### config.mk
export PLATFORM = sky130hd
export DESIGN_NAME = puf_challenge_ctrl_flat
export DESIGN_NICKNAME = d
export VERILOG_FILES = /design/src/rtl/puf_ctrl_pkg.sv /design/src/rtl/puf_challenge_ctrl_if.sv /design/src/rtl/puf_lfsr128.sv /design/src/rtl/puf_challenge_ctrl.sv /design/src/flat_wrapper.sv
export SDC_FILE = /design/constraint.sdc
export NUM_CORES = 1
export LEC_CHECK = 0
export ABC_AREA = 1
export BUFFER_PORTS_ARGS = -buffer_cell sky130_fd_sc_hd__buf_2
export CAP_MARGIN = 20
export CORE_AREA = 5 5 162 164
export CTS_CLUSTER_SIZE = 10
export DETAILED_ROUTE_END_ITERATION = 8
export DIE_AREA = 0 0 167 169
export PLACE_DENSITY = 0.69
export SLEW_MARGIN = 20
export SYNTH_ARGS = -nofsm -noshare
export SYNTH_HDL_FRONTEND = slang
export SYNTH_SLANG_ARGS = --single-unit
### constraint.sdc
create_clock -name clk -period 3.4 [get_ports clk]
set_clock_uncertainty 0.05 [all_clocks]
set_input_delay 0.68 -clock clk [delete_from_list [all_inputs] [get_ports clk]]
set_output_delay 0.68 -clock clk [all_outputs]
set_load 0.05 [all_outputs]
### src/rtl/puf_ctrl_pkg.sv
// Shared types and constants for the PUF challenge controller: state encoding,
// LFSR geometry and small combinational helpers.
package puf_ctrl_pkg;

    localparam int unsigned PUF_W = 128;

    // Fibonacci tap positions, 1-based as in the polynomial x^128+x^126+x^101+x^99+1
    localparam int unsigned TAP_A = 128;
    localparam int unsigned TAP_B = 126;
    localparam int unsigned TAP_C = 101;
    localparam int unsigned TAP_D = 99;

    typedef enum logic [2:0] {
        ST_IDLE      = 3'd0,
        ST_PRECHARGE = 3'd1,
        ST_LAUNCH    = 3'd2,
        ST_SETTLE    = 3'd3,
        ST_SAMPLE    = 3'd4,
        ST_DONE      = 3'd5
    } puf_state_e;

    function automatic logic maj3(input logic a, input logic b, input logic c);
        return (a & b) | (a & c) | (b & c);
    endfunction

    function automatic logic [PUF_W-1:0] bit_rev128(input logic [PUF_W-1:0] v);
        logic [PUF_W-1:0] r;
        for (int i = 0; i < PUF_W; i++) begin
            r[i] = v[PUF_W-1-i];
        end
        return r;
    endfunction

endpackage

### src/rtl/puf_challenge_ctrl_if.sv
// Request/response handshake bundle between a consumer and puf_challenge_ctrl.
interface puf_challenge_ctrl_if #(
    parameter int unsigned RESP_BITS = 32
) ();
    logic                 start;
    logic [127:0]         challenge;
    logic                 busy;
    logic                 resp_valid;
    logic                 resp_ready;
    logic [RESP_BITS-1:0] response;

    modport master (
        output start, challenge, resp_ready,
        input  busy, resp_valid, response
    );

    modport slave (
        input  start, challenge, resp_ready,
        output busy, resp_valid, response
    );
endinterface

### src/rtl/puf_lfsr128.sv
// 128-bit Fibonacci LFSR generating PDL configuration words; an all-zero seed
// is replaced by 1 so the register can never lock up.
module puf_lfsr128
    import puf_ctrl_pkg::*;
(
    input  logic             clk,
    input  logic             rst_n,
    input  logic             i_load,
    input  logic             i_step,
    input  logic [PUF_W-1:0] i_seed,
    output logic [PUF_W-1:0] o_state
);

    logic [PUF_W-1:0] r_state;
    logic             w_fb;

    assign w_fb    = r_state[TAP_A-1] ^ r_state[TAP_B-1] ^ r_state[TAP_C-1] ^ r_state[TAP_D-1];
    assign o_state = r_state;

    // Seed load has priority over stepping
    always_ff @(posedge clk or negedge rst_n) begin
        if (!rst_n) begin
            r_state <= {PUF_W{1'b0}};
        end else if (i_load) begin
            r_state <= (i_seed == {PUF_W{1'b0}}) ? {{(PUF_W-1){1'b0}}, 1'b1} : i_seed;
        end else if (i_step) begin
            r_state <= {r_state[PUF_W-2:0], w_fb};
        end
    end

endmodule

### src/rtl/puf_challenge_ctrl.sv
// Arbiter-PUF challenge sequencer: precharge/launch/settle/sample per response bit.
// Optional macro PUF_MAJORITY_VOTE_EN evaluates each bit three times and votes.
module puf_challenge_ctrl
    import puf_ctrl_pkg::*;
#(
    parameter int unsigned RESP_BITS     = 32,
    parameter int unsigned SETTLE_CYCLES = 8
) (
    input  logic                   clk,
    input  logic                   rst_n,
    puf_challenge_ctrl_if.slave    bus,
    output logic [PUF_W-1:0]       config1,
    output logic [PUF_W-1:0]       config2,
    output logic                   puf_a,
    output logic                   puf_b,
    input  logic                   puf_c
);

    localparam logic [2:0] S_IDLE   = ST_IDLE;
    localparam logic [2:0] S_PRE    = ST_PRECHARGE;
    localparam logic [2:0] S_LAUNCH = ST_LAUNCH;
    localparam logic [2:0] S_SETTLE = ST_SETTLE;
    localparam logic [2:0] S_SAMPLE = ST_SAMPLE;
    localparam logic [2:0] S_DONE   = ST_DONE;

    localparam int unsigned SC_W = (SETTLE_CYCLES > 1) ? $clog2(SETTLE_CYCLES) : 1;
    localparam int unsigned BC_W = $clog2(RESP_BITS + 1);

    logic [2:0]           r_state;
    logic [2:0]           w_next;
    logic [SC_W-1:0]      r_set_cnt;
    logic [BC_W-1:0]      r_bit_cnt;
    logic [RESP_BITS-1:0] r_resp;
    logic                 r_busy;
    logic                 r_valid;
    logic                 r_puf;
    logic                 w_load;
    logic                 w_step;
    logic                 w_settle_done;
    logic                 w_last_eval;
    logic                 w_bit;
    logic [PUF_W-1:0]     w_lfsr;

    assign w_settle_done  = (r_set_cnt == SC_W'(SETTLE_CYCLES - 1));
    assign bus.busy       = r_busy;
    assign bus.resp_valid = r_valid;
    assign bus.response   = r_resp;
    assign puf_a          = r_puf;
    assign puf_b          = r_puf;
    assign config1        = w_lfsr;
    assign config2        = bit_rev128(w_lfsr);

`ifdef PUF_MAJORITY_VOTE_EN
    logic [1:0] r_vote_cnt;
    logic [1:0] r_votes;

    assign w_last_eval = (r_vote_cnt == 2'd2);
    assign w_bit       = maj3(r_votes[0], r_votes[1], puf_c);

    // Collect the first two samples of each bit; the third is voted directly
    always_ff @(posedge clk or negedge rst_n) begin
        if (!rst_n) begin
            r_vote_cnt <= 2'd0;
            r_votes    <= 2'd0;
        end else if (w_load) begin
            r_vote_cnt <= 2'd0;
            r_votes    <= 2'd0;
        end else if (r_state == S_SAMPLE) begin
            if (w_last_eval) begin
                r_vote_cnt <= 2'd0;
            end else begin
                r_vote_cnt             <= r_vote_cnt + 2'd1;
                r_votes[r_vote_cnt[0]] <= puf_c;
            end
        end
    end
`else
    assign w_last_eval = 1'b1;
    assign w_bit       = puf_c;
`endif

    puf_lfsr128 u_lfsr (
        .clk     (clk),
        .rst_n   (rst_n),
        .i_load  (w_load),
        .i_step  (w_step),
        .i_seed  (bus.challenge),
        .o_state (w_lfsr)
    );

    // Next-state decode and LFSR control strobes
    always_comb begin
        w_next = r_state;
        w_load = 1'b0;
        w_step = 1'b0;
        case (r_state)
            S_IDLE: begin
                if (bus.start) begin
                    w_next = S_PRE;
                    w_load = 1'b1;
                end else begin
                    w_next = S_IDLE;
                end
            end
            S_PRE:    w_next = w_settle_done ? S_LAUNCH : S_PRE;
            S_LAUNCH: w_next = S_SETTLE;
            S_SETTLE: w_next = w_settle_done ? S_SAMPLE : S_SETTLE;
            S_SAMPLE: begin
                if (w_last_eval) begin
                    w_step = 1'b1;
                    w_next = (r_bit_cnt == BC_W'(RESP_BITS - 1)) ? S_DONE : S_PRE;
                end else begin
                    w_next = S_PRE;
                end
            end
            S_DONE:   w_next = bus.resp_ready ? S_IDLE : S_DONE;
            default:  w_next = S_IDLE;
        endcase
    end

    // State, registered outputs (decoded from next state), timers and response
    always_ff @(posedge clk or negedge rst_n) begin
        if (!rst_n) begin
            r_state   <= S_IDLE;
            r_busy    <= 1'b0;
            r_valid   <= 1'b0;
            r_puf     <= 1'b0;
            r_set_cnt <= {SC_W{1'b0}};
            r_bit_cnt <= {BC_W{1'b0}};
            r_resp    <= {RESP_BITS{1'b0}};
        end else begin
            r_state <= w_next;
            r_busy  <= (w_next != S_IDLE);
            r_valid <= (w_next == S_DONE);
            r_puf   <= (w_next == S_LAUNCH) || (w_next == S_SETTLE);
            if (((r_state == S_PRE) || (r_state == S_SETTLE)) && !w_settle_done) begin
                r_set_cnt <= r_set_cnt + SC_W'(1);
            end else begin
                r_set_cnt <= {SC_W{1'b0}};
            end
            if (w_load) begin
                r_resp    <= {RESP_BITS{1'b0}};
                r_bit_cnt <= {BC_W{1'b0}};
            end else if ((r_state == S_SAMPLE) && w_last_eval) begin
                r_resp    <= (r_resp << 1) | RESP_BITS'(w_bit);
                r_bit_cnt <= r_bit_cnt + BC_W'(1);
            end
        end
    end

endmodule

### src/flat_wrapper.sv
// flat-port wrapper written by rule: the top's interface ports become plain ports
module puf_challenge_ctrl_flat import puf_ctrl_pkg::*;
#(
    parameter int unsigned RESP_BITS     = 32,
    parameter int unsigned SETTLE_CYCLES = 8
)
  (clk, rst_n, config1, config2, puf_a, puf_b, puf_c, bus_start, bus_challenge, bus_resp_ready, bus_busy, bus_resp_valid, bus_response);
  puf_challenge_ctrl_if #(.RESP_BITS(RESP_BITS)) bus_i ();
  input  logic clk;
  input  logic rst_n;
  output logic [PUF_W-1:0] config1;
  output logic [PUF_W-1:0] config2;
  output logic puf_a;
  output logic puf_b;
  input  logic puf_c;
  input wire logic [$bits(bus_i.start)-1:0] bus_start;
  input wire logic [$bits(bus_i.challenge)-1:0] bus_challenge;
  input wire logic [$bits(bus_i.resp_ready)-1:0] bus_resp_ready;
  output wire logic [$bits(bus_i.busy)-1:0] bus_busy;
  output wire logic [$bits(bus_i.resp_valid)-1:0] bus_resp_valid;
  output wire logic [$bits(bus_i.response)-1:0] bus_response;
  assign bus_i.start = bus_start;
  assign bus_i.challenge = bus_challenge;
  assign bus_i.resp_ready = bus_resp_ready;
  assign bus_busy = bus_i.busy;
  assign bus_resp_valid = bus_i.resp_valid;
  assign bus_response = bus_i.response;
  puf_challenge_ctrl #(.RESP_BITS(RESP_BITS), .SETTLE_CYCLES(SETTLE_CYCLES)) u_core (.clk(clk), .rst_n(rst_n), .bus(bus_i), .config1(config1), .config2(config2), .puf_a(puf_a), .puf_b(puf_b), .puf_c(puf_c));
endmodule
* Word level (Yosys, flattened, before mapping)
Cells that the tools add are included.
** Cells by class
- $add $sub $neg :: 2
- Multipliers :: 0
- Div/mod/pow operators :: 0
- $lt $le $gt $ge :: 0
- Eq/ne operators :: 10
- Shifts and indexed selects :: 0
- Multiplexer cells :: 17
- Bitwise logic cells :: 4
- Reductions and logical operators :: 9
** Operators by type and width (count)
- 128-bit two-way mux :: 3
- 128-bit logical NOT :: 1
- 32-bit two-way mux :: 2
- 32-bit by 1-bit bitwise OR with 32-bit output :: 1
- 3-bit case mux with 6 select lines :: 1
- 3-bit by 2-bit equality test with 1-bit output (second input constant) :: 4
- 3-bit equality test (second input constant) :: 4
- 3-bit two-way mux :: 4
- 6-bit two-way mux :: 2
- 6-bit by 1-bit adder with 6-bit output (second input constant) :: 1
- 6-bit by 5-bit equality test with 1-bit output (second input constant) :: 1
- 1-bit two-way mux :: 4
- 2-bit nonzero test :: 2
- 3-bit by 1-bit adder with 3-bit output (second input constant) :: 1
- 3-bit by 1-bit equality test with 1-bit output (second input constant) :: 1
- 3-bit logical NOT :: 1
- 3-bit nonzero test :: 1
- 1-bit bitwise XOR :: 3
- 1-bit logical OR :: 2
- 2-bit two-way mux :: 1
- 1-bit logical AND :: 1
- 1-bit logical NOT :: 1
** Storage, ports and cells
- Flip-flop bits (word level) :: 175
- Latch bits :: 0
- Memory bits (writable) :: 0
- ROM bits :: 0
- Bits of input ports :: 133
- Output and inout port bits :: 292
- Logic and storage cells :: 50
- Memories :: 0

* Longest topological paths before layout
Gate-level depths: netlist of the first run.
- Depth in word-level cells :: 5
- Gate-level depth with buffers :: 9

* Modules after synthesis
A second synthesis of the first run with hierarchy kept.
** Unflattened totals
- Cells, all modules :: 1145
- Area total of the unflattened synthesis :: 9130.0 sq um
** Modules (own cells, without submodules)
- puf_lfsr128 :: instances 1, cells an instance 830, area an instance 6283.5 sq um, sequential area each 3203.1 sq um
- puf_challenge_ctrl :: instances 1, cells an instance 315, area an instance 2846.5 sq um, sequential area each 1176.1 sq um

* Least setup slack after synthesis of the first run
No wires, ideal clock.
- Path kind :: register -> output
- Start point :: register u_core.u_lfsr.r_state[98] (netlist: u_core.u_lfsr.o_state[98])
- End point :: output config2[29]
- Arrival :: 0.956 ns
- Path slack :: 1.714 ns
- Cell stages (with the launch flop) :: 2
- Buffers on the path :: 1
- Cells stage by stage :: dfrtp_1 buf_4
** RTL lines
- from (decl) :: RTL line puf_lfsr128.sv:14 : logic [PUF_W-1:0] r_state;
- from (signal assigned) :: RTL line puf_lfsr128.sv:23 : r_state <= {PUF_W{1'b0}};
- from (signal assigned) :: RTL line puf_lfsr128.sv:25 : r_state <= (i_seed == {PUF_W{1'b0}}) ? {{(PUF_W-1){1'b0}}, 1'b1} : i_seed;
- from (signal assigned) :: RTL line puf_lfsr128.sv:27 : r_state <= {r_state[PUF_W-2:0], w_fb};
- to (decl) :: RTL line flat_wrapper.sv:12 : output logic [PUF_W-1:0] config2;
No word-level cell between the ends.

* Worst setup path in the final report of the first run
- Start point :: register u_core.r_state[1]
- End point :: register u_core.u_lfsr.r_state[4] (netlist: u_core.u_lfsr.o_state[4])
** On the way
- Longest elaborated chain between the ends :: 3
** RTL lines
- from (decl) :: RTL line puf_challenge_ctrl.sv:29 : logic [2:0] r_state;
- from (signal assigned) :: RTL line puf_challenge_ctrl.sv:132 : r_state <= w_next;
- 3-bit equality test or 3-bit logical NOT (tied branches) :: RTL line puf_challenge_ctrl.sv:96 : case (r_state)
- 1-bit two-way mux :: RTL line puf_challenge_ctrl.sv:96
- 2-bit nonzero test (no source line) or 128-bit two-way mux (tied branches)
Parallel ways exist; a longest one is shown, timed or not.
A chain may end at the register's enable or synchronous reset.

==> results by group, run 1 <==
Status
  – Run status: finished, final reports clean

STA
  – Count of endpoints failing hold in the final timing report: 0
  – Post-route fraction of the period consumed by the critical path: 65.0%
  – Total of endpoints with negative setup slack in the final report: 0
  – Min cycle time layout: 2.21 ns
  – Number of slew-limit violations in the final report: 0
  – Relative slew slack: 42.4%
  – RSZ-0062 raised after global routing: false
  – Final worst slack: 1.19 ns
  – Transition time of the tightest slew-check pin: 0.864 ns
  – Maximum frequency from static timing analysis: 452 MHz
  – Setup Total Neg Slack: 0 ns

Clock network
  – CTS Buf Count: 17
  – Clock tree from TritonCTS: done
  – Number of buffers inserted to repair setup after CTS: 0
  – Level count of the clock H-tree: 4
  – Maximum buffer depth of the clock tree: 2
  – Worst-path clk slew: 0.08 ns
  – Post_cts resized: 0
  – Post-CTS Hold Fix Bufs: 0
  – Clock insertion delay at the later pin of the skew report: 0.42 ns
  – Buffer type at the clock tree root: sky130_fd_sc_hd__clkbuf_16
  – Clock Sink Count: 175

Drt
  – Met1 Routed Length: 11,300 µm
  – Met2 wire length: 14,100 µm
  – DR pass1 iterations: 5
  – Via total after detailed routing: 7,888
  – DRC errors left: 0
  – Final wirelength: 28,100 µm
  – Vias per std cell: 4.88
  – WL/cell: 17.3 µm
  – Met3 Wirelength: 1900 µm
  – Highest metal layer used by the detailed router: met4
  – First DRT Iteration DRCs: 650
  – Post-route antenna net violation count: 0

Setup path
  – Critical path class: reg2reg
  – Worst setup EP type: register
  – Sort of element at the start of the critical path: register
  – Worst path required time: 3.59 ns
  – Cell-by-cell listing of the critical path: nor2_2 -> nand2_2 -> nand2_2 -> inv_4 -> buf_4 -> a221oi_1
  – Largest stage delay on the critical path: 0.65 ns
  – Max stage delay cell, worst path: sky130_fd_sc_hd__buf_4
  – Top fanout value on the critical path: 54
  – Cell family with most CP delay: buffers and inverters
  – Reg2reg setup slack: 1.19 ns
  – Endpoint arrival time on the critical path: 2.40 ns
  – Combined buffer and inverter count along the critical path: 2
  – Crit-path most repeated cell: sky130_fd_sc_hd__nand2_2

Placed design
  – Worst setup timing slack at the placement stage: 1.00 ns
  – Total instance count after detailed placement: 1,586
  – Area post-placement: 10,700 µm²
  – Final GP Congestion: 0.933
  – Final HPWL from detailed placement: 21,000 µm
  – Total of buffers placed on input and output ports: 424

Synth
  – Sequential area share after synthesis: 47.6%
  – Cell type with the largest total area after synthesis: sky130_fd_sc_hd__dfrtp_1
  – Average cell area after synthesis: 9.22 µm²
  – Post-synth EDFFs: 0
  – Leading register cell type out of synthesis: sky130_fd_sc_hd__dfrtp_1
  – Commonest cells in the netlist: 264 x sky130_fd_sc_hd__nor2_1, 175 x sky130_fd_sc_hd__dfrtp_1, 132 x sky130_fd_sc_hd__inv_1
  – Area share of the leading cell type in the synthesized netlist: 47.6%
  – Cell area after synthesis: 9200 µm²
  – Most instantiated library cell after synthesis: sky130_fd_sc_hd__nor2_1
  – Share of synthesized registers carrying an async set or reset: 100%
  – Dominant cells by area after synthesis: sky130_fd_sc_hd__dfrtp_1 48%, sky130_fd_sc_hd__a221oi_2 13%, sky130_fd_sc_hd__nor2_1 11%
  – Flip-flop and latch count after synthesis: 175
  – Yosys warns: 0
  – Count of different cell masters after synthesis: 29
  – Total nets after synthesis: 1,134
  – Synthesized netlist cell count: 998

Cells and area
  – Antenna diode instance count: 0
  – Post-Layout Inst Area: 11,300 µm²
  – Net total in the final layout: 1,411
  – Fill cells: 2,423
  – Non-filler instance count after layout: 1,618
  – Share of cells above drive strength 1: 42.9%
  – P&R area growth vs syn: 22.6%

Floorplanning
  – Die Height: 169 µm
  – Number of rows created at floorplan: 58
  – Core Footprint: 24,700 µm²
  – Starting density of the core: 37.2%
  – Total I/O pin count: 425
  – Floorplan die area: 28,200 µm²
  – X dimension of the die: 167 µm

Global route
  – Vias in the first global route: 8,043
  – Wire length of the first global-routing pass: 44,000 µm
  – Maximum number of pins on one net before global-route repair: 87
  – Initial antenna violation count: 0
  – Total global routing overflow: 0
  – GRT Total Usage: 19.2%

Min path
  – Class of the tightest hold or removal check: in2async

Job
  – # Max-Cap Violations: 0
==> through the flow <==
stage / utilization [%] / hold slack (ns)
finish: 45.6 / 0.0587
global route: 45.6 / 0.0451
floorplan: - / 0.334
global placement: 43.1 / 0.372
CTS: 45.6 / 0.0340
detailed placement: 43.1 / 0.379
==> area by class of cell <==
type                       instances  area, µm²  area share [%]
clock buffer                      17        425            3.77
clock inverter                    15        190            1.69
inverter                         135        514            4.56
multi-input combinational        511       3100            27.5
sequential                       175       4380            38.8
tap                              330        413            3.66
timing repair buffer             435       2260            20.0
==> routing by layer <==
| layer | vias to the layer above | GRT usage [%] |
|---|---|---|
| li1 | 3728 | - |
| met1 | 3796 | 23.4 |
| met2 | 325 | 33.4 |
| met3 | 39 | 4.79 |
| met4 | 0 | 6.33 |
| met5 | - | 0 |
==> sequential cells by signal, indices dropped and copies added, names as in the netlist <==
register	cells
u_core.u_lfsr.o_state	128
u_core.bus.response	32
u_core.r_bit_cnt	6
u_core.r_set_cnt	3
u_core.r_state	3
u_core.bus.busy	1
u_core.bus.resp_valid	1
u_core.puf_a	1
==> cells by family (layout without fill, tap and decap cells) <==
| logic type | Yosys count | in the layout | synth area share (%) |
|---|---|---|---|
| compound gates | 174 | 174 | 19.3 |
| buf+inv | 312 | 602 | 18.7 |
| fa+ha+maj | 3 | 3 | 0.408 |
| xor+xnor | 3 | 3 | 0.286 |
| simple gates | 331 | 331 | 13.8 |
| flops | 175 | 175 | 47.6 |
==> cell usage in the layout (no fill, tap or decap), types with 3 or more instances in the layout <==
cell and count:
sky130_fd_sc_hd__nand2_1 55, sky130_fd_sc_hd__o21ai_0 9, sky130_fd_sc_hd__buf_4 7, sky130_fd_sc_hd__ha_1 3
sky130_fd_sc_hd__clkbuf_16 17, sky130_fd_sc_hd__a221oi_2 77, sky130_fd_sc_hd__a221oi_1 7, sky130_fd_sc_hd__buf_12 4
sky130_fd_sc_hd__a21oi_1 3, sky130_fd_sc_hd__clkinv_8 4, sky130_fd_sc_hd__inv_6 3, sky130_fd_sc_hd__inv_4 3
sky130_fd_sc_hd__nand3_1 3, sky130_fd_sc_hd__buf_2 423, sky130_fd_sc_hd__inv_1 132, sky130_fd_sc_hd__inv_8 5
sky130_fd_sc_hd__dfrtp_1 175, sky130_fd_sc_hd__o22ai_1 74, sky130_fd_sc_hd__nor2_1 264
==> final timing paths <==
kind                                     start                         to  depth (start not counted)
setup / recovery             u_core.r_state[1]   u_core.u_lfsr.o_state[4]                          6
hold / removal                           rst_n    u_core.bus.response[18]                          1
setup reg to reg             u_core.r_state[1]   u_core.u_lfsr.o_state[4]                          6
hold reg to reg            u_core.r_set_cnt[0]        u_core.r_set_cnt[0]                          1
max in group asynchronous                rst_n  u_core.u_lfsr.o_state[37]                          2
min in group clk           u_core.r_set_cnt[0]        u_core.r_set_cnt[0]                          1
Power of run 1 is not shown: default switching activity piles up to over one toggle a cycle in this logic, so the estimate is an artifact.
==> run 2, diff against run 1 <==
- clock period: 3.4 -> 2.2 ns (I/O delays scaled with it)
==> results by group, run 2 (same netlist as run 1, synthesis figures left out) <==
Status
  – Run status: finished, final reports clean (unchanged)

Setup path
  – Max stage delay cell, worst path: sky130_fd_sc_hd__dfrtp_1 (was sky130_fd_sc_hd__buf_4)
  – Instance count on the critical path: 1 (was 6)
  – Cell-by-cell listing of the critical path: buf_2 (was nor2_2 -> nand2_2 -> nand2_2 -> inv_4 -> buf_4 -> a221oi_1)
  – Endpoint arrival time on the critical path: 1.22 ns (was 2.40 ns)
  – Largest stage delay on the critical path: 0.48 ns (was 0.65 ns)
  – Worst r2r path cells: 8 (was 6)
  – Cell family with most CP delay: flip-flops (was buffers and inverters)
  – Sort of element at the start of the critical path: register (unchanged)
  – Worst path required time: 1.71 ns (was 3.59 ns)
  – Reg2reg setup slack: 0.50 ns (was 1.19 ns)
  – Combined buffer and inverter count along the critical path: 1 (was 2)
  – Worst setup EP type: output pin (was register)
  – Critical path class: reg2out (was reg2reg)
  – Top fanout value on the critical path: 5 (was 54)

Cells and area
  – Antenna diode instance count: 0 (unchanged)
  – Net total in the final layout: 1,420 (was 1,411)
  – Fill cells: 2,428 (was 2,423)
  – Most frequent standard cell in the layout excluding fill and tap cells: sky130_fd_sc_hd__buf_2 (unchanged)
  – Footprint of the multi-input gates: 3100 µm² (unchanged)
  – Share of cells above drive strength 1: 43.2% (was 42.9%)
  – Total area of sequential cells: 4380 µm² (unchanged)
  – Commonest non-fill, non-tap cells in the layout: 423 x sky130_fd_sc_hd__buf_2, 264 x sky130_fd_sc_hd__nor2_1, 175 x sky130_fd_sc_hd__dfrtp_1 (unchanged)
  – P&R area growth vs syn: 23.9% (was 22.6%)
  – Max FFs per register: 128 (unchanged)

Drt
  – Final wirelength: 28,300 µm (was 28,100 µm)
  – Post-route antenna net violation count: 0 (unchanged)
  – Via total after detailed routing: 7,945 (was 7,888)
  – DRC errors left: 0 (unchanged)
  – WL/cell: 17.4 µm (was 17.3 µm)
  – Vias per std cell: 4.88 (about the same)
  – DR pass1 iterations: 5 (unchanged)
  – First DRT Iteration DRCs: 564 (was 650)

Clock network
  – Maximum buffer depth of the clock tree: 2 (unchanged)
  – Clock insertion delay at the later pin of the skew report: 0.42 ns (about the same)
  – Clock tree from TritonCTS: done (unchanged)
  – Buffer type at the clock tree root: sky130_fd_sc_hd__clkbuf_16 (unchanged)
  – CTS Buf Count: 17 (unchanged)
  – Level count of the clock H-tree: 4 (unchanged)
  – Clock Sink Count: 175 (unchanged)
  – Post_cts resized: 0 (unchanged)
  – Worst-path clk slew: 0.08 ns (about the same)

Floorplanning
  – Floorplan die area: 28,200 µm² (unchanged)
  – Number of rows created at floorplan: 58 (unchanged)
  – X dimension of the die: 167 µm (unchanged)
  – Die Height: 169 µm (unchanged)
  – Starting density of the core: 37.2% (unchanged)
  – Core Footprint: 24,700 µm² (unchanged)
  – Total I/O pin count: 425 (unchanged)

Global route
  – Maximum number of pins on one net before global-route repair: 62 (was 87)
  – Total global routing overflow: 0 (unchanged)
  – GRT Total Usage: 19.2% (about the same)
  – Wire length of the first global-routing pass: 43,900 µm (was 44,000 µm)
  – Initial antenna violation count: 0 (unchanged)
  – Vias in the first global route: 8,002 (was 8,043)

STA
  – Post-route fraction of the period consumed by the critical path: 77.6%
  – Min cycle time layout: 1.71 ns
  – Setup Total Neg Slack: 0 ns (unchanged)
  – Number of slew-limit violations in the final report: 0 (unchanged)
  – Count of endpoints failing hold in the final timing report: 0 (unchanged)
  – RSZ-0062 raised after global routing: false (unchanged)
  – Maximum frequency from static timing analysis: 585 MHz
  – Total of endpoints with negative setup slack in the final report: 0 (unchanged)
  – Transition time of the tightest slew-check pin: 0.658 ns (was 0.864 ns)
  – Relative slew slack: 56.2% (was 42.4%)

Min path
  – Class of the tightest hold or removal check: in2reg (was in2async)
  – Instance count along the most critical hold path: 3

Placed design
  – Total of buffers placed on input and output ports: 424 (unchanged)
  – Final GP Congestion: 0.944 (was 0.933)
  – Final HPWL from detailed placement: 21,600 µm (was 21,000 µm)

Job
  – # Max-Cap Violations: 0 (unchanged)
==> run 2: changes by cell type in the layout (fill, tap and decap cells not counted) <==
cell and change:
sky130_fd_sc_hd__clkinv_2 -1, sky130_fd_sc_hd__buf_12 +4, sky130_fd_sc_hd__clkinvlp_4 +1, sky130_fd_sc_hd__buf_4 +4
sky130_fd_sc_hd__clkinv_8 -1, sky130_fd_sc_hd__inv_8 +1, sky130_fd_sc_hd__dlygate4sd3_1 +1
==> run 2: per-layer routing <==
layer  up-vias  global-route usage [%]  wire length, µm
met3        22                    4.32             1850
met2       317                    33.7            14300
met5         -                       0                0
met1      3856                    24.3            11700
li1       3750                       -                -
met4         0                    4.59              447
==> run 2: layout make-up <==
| type | instances | share of cell area, % |
|---|---|---|
| clock buffer | 17 | 3.73 |
| timing repair buffer | 444 | 20.9 |
| inverter | 135 | 4.51 |
| tap | 330 | 3.62 |
| clock inverter | 15 | 1.65 |
| sequential | 175 | 38.4 |
| multi-input combinational | 511 | 27.2 |
==> run 2: what timing repair did <==
item,4_1_cts,5_1_grt
hold endpoints to repair,41,0
endpoints found under the setup margin,0,0
hold buffers,1,0
setup buffers,0,0
==> run 2: through the flow <==
| stage | worst slack (ns) | utilization (%) | instance area [µm²] | hold slack, ns | cells |
|---|---|---|---|---|---|
| floorplan | 0.738 | - | 9200 | 0.0944 | 998 |
| global placement | 0.500 | 43.6 | 10800 | 0.371 | 1594 |
| detailed placement | 0.469 | 43.6 | 10800 | 0.381 | 1594 |
| CTS | 0.462 | 46.1 | 11400 | 0.170 | 1627 |
| global route | 0.311 | 46.1 | 11400 | 0.199 | 1627 |
| finish | 0.492 | 46.1 | 11400 | 0.202 | 1627 |
==> run 2: worst paths after layout <==
check	from	to
max in group asynchronous	rst_n	u_core.u_lfsr.o_state[24]
worst min register to register	u_core.r_set_cnt[0]	u_core.r_set_cnt[0]
worst max register to register	u_core.r_state[1]	u_core.r_bit_cnt[5]
worst min-delay path	puf_c	u_core.bus.response[0]
worst max-delay path	u_core.u_lfsr.o_state[125]	config2[2]
min in group asynchronous	rst_n	u_core.bus.response[14]
Power of run 2 is left out for the same reason.
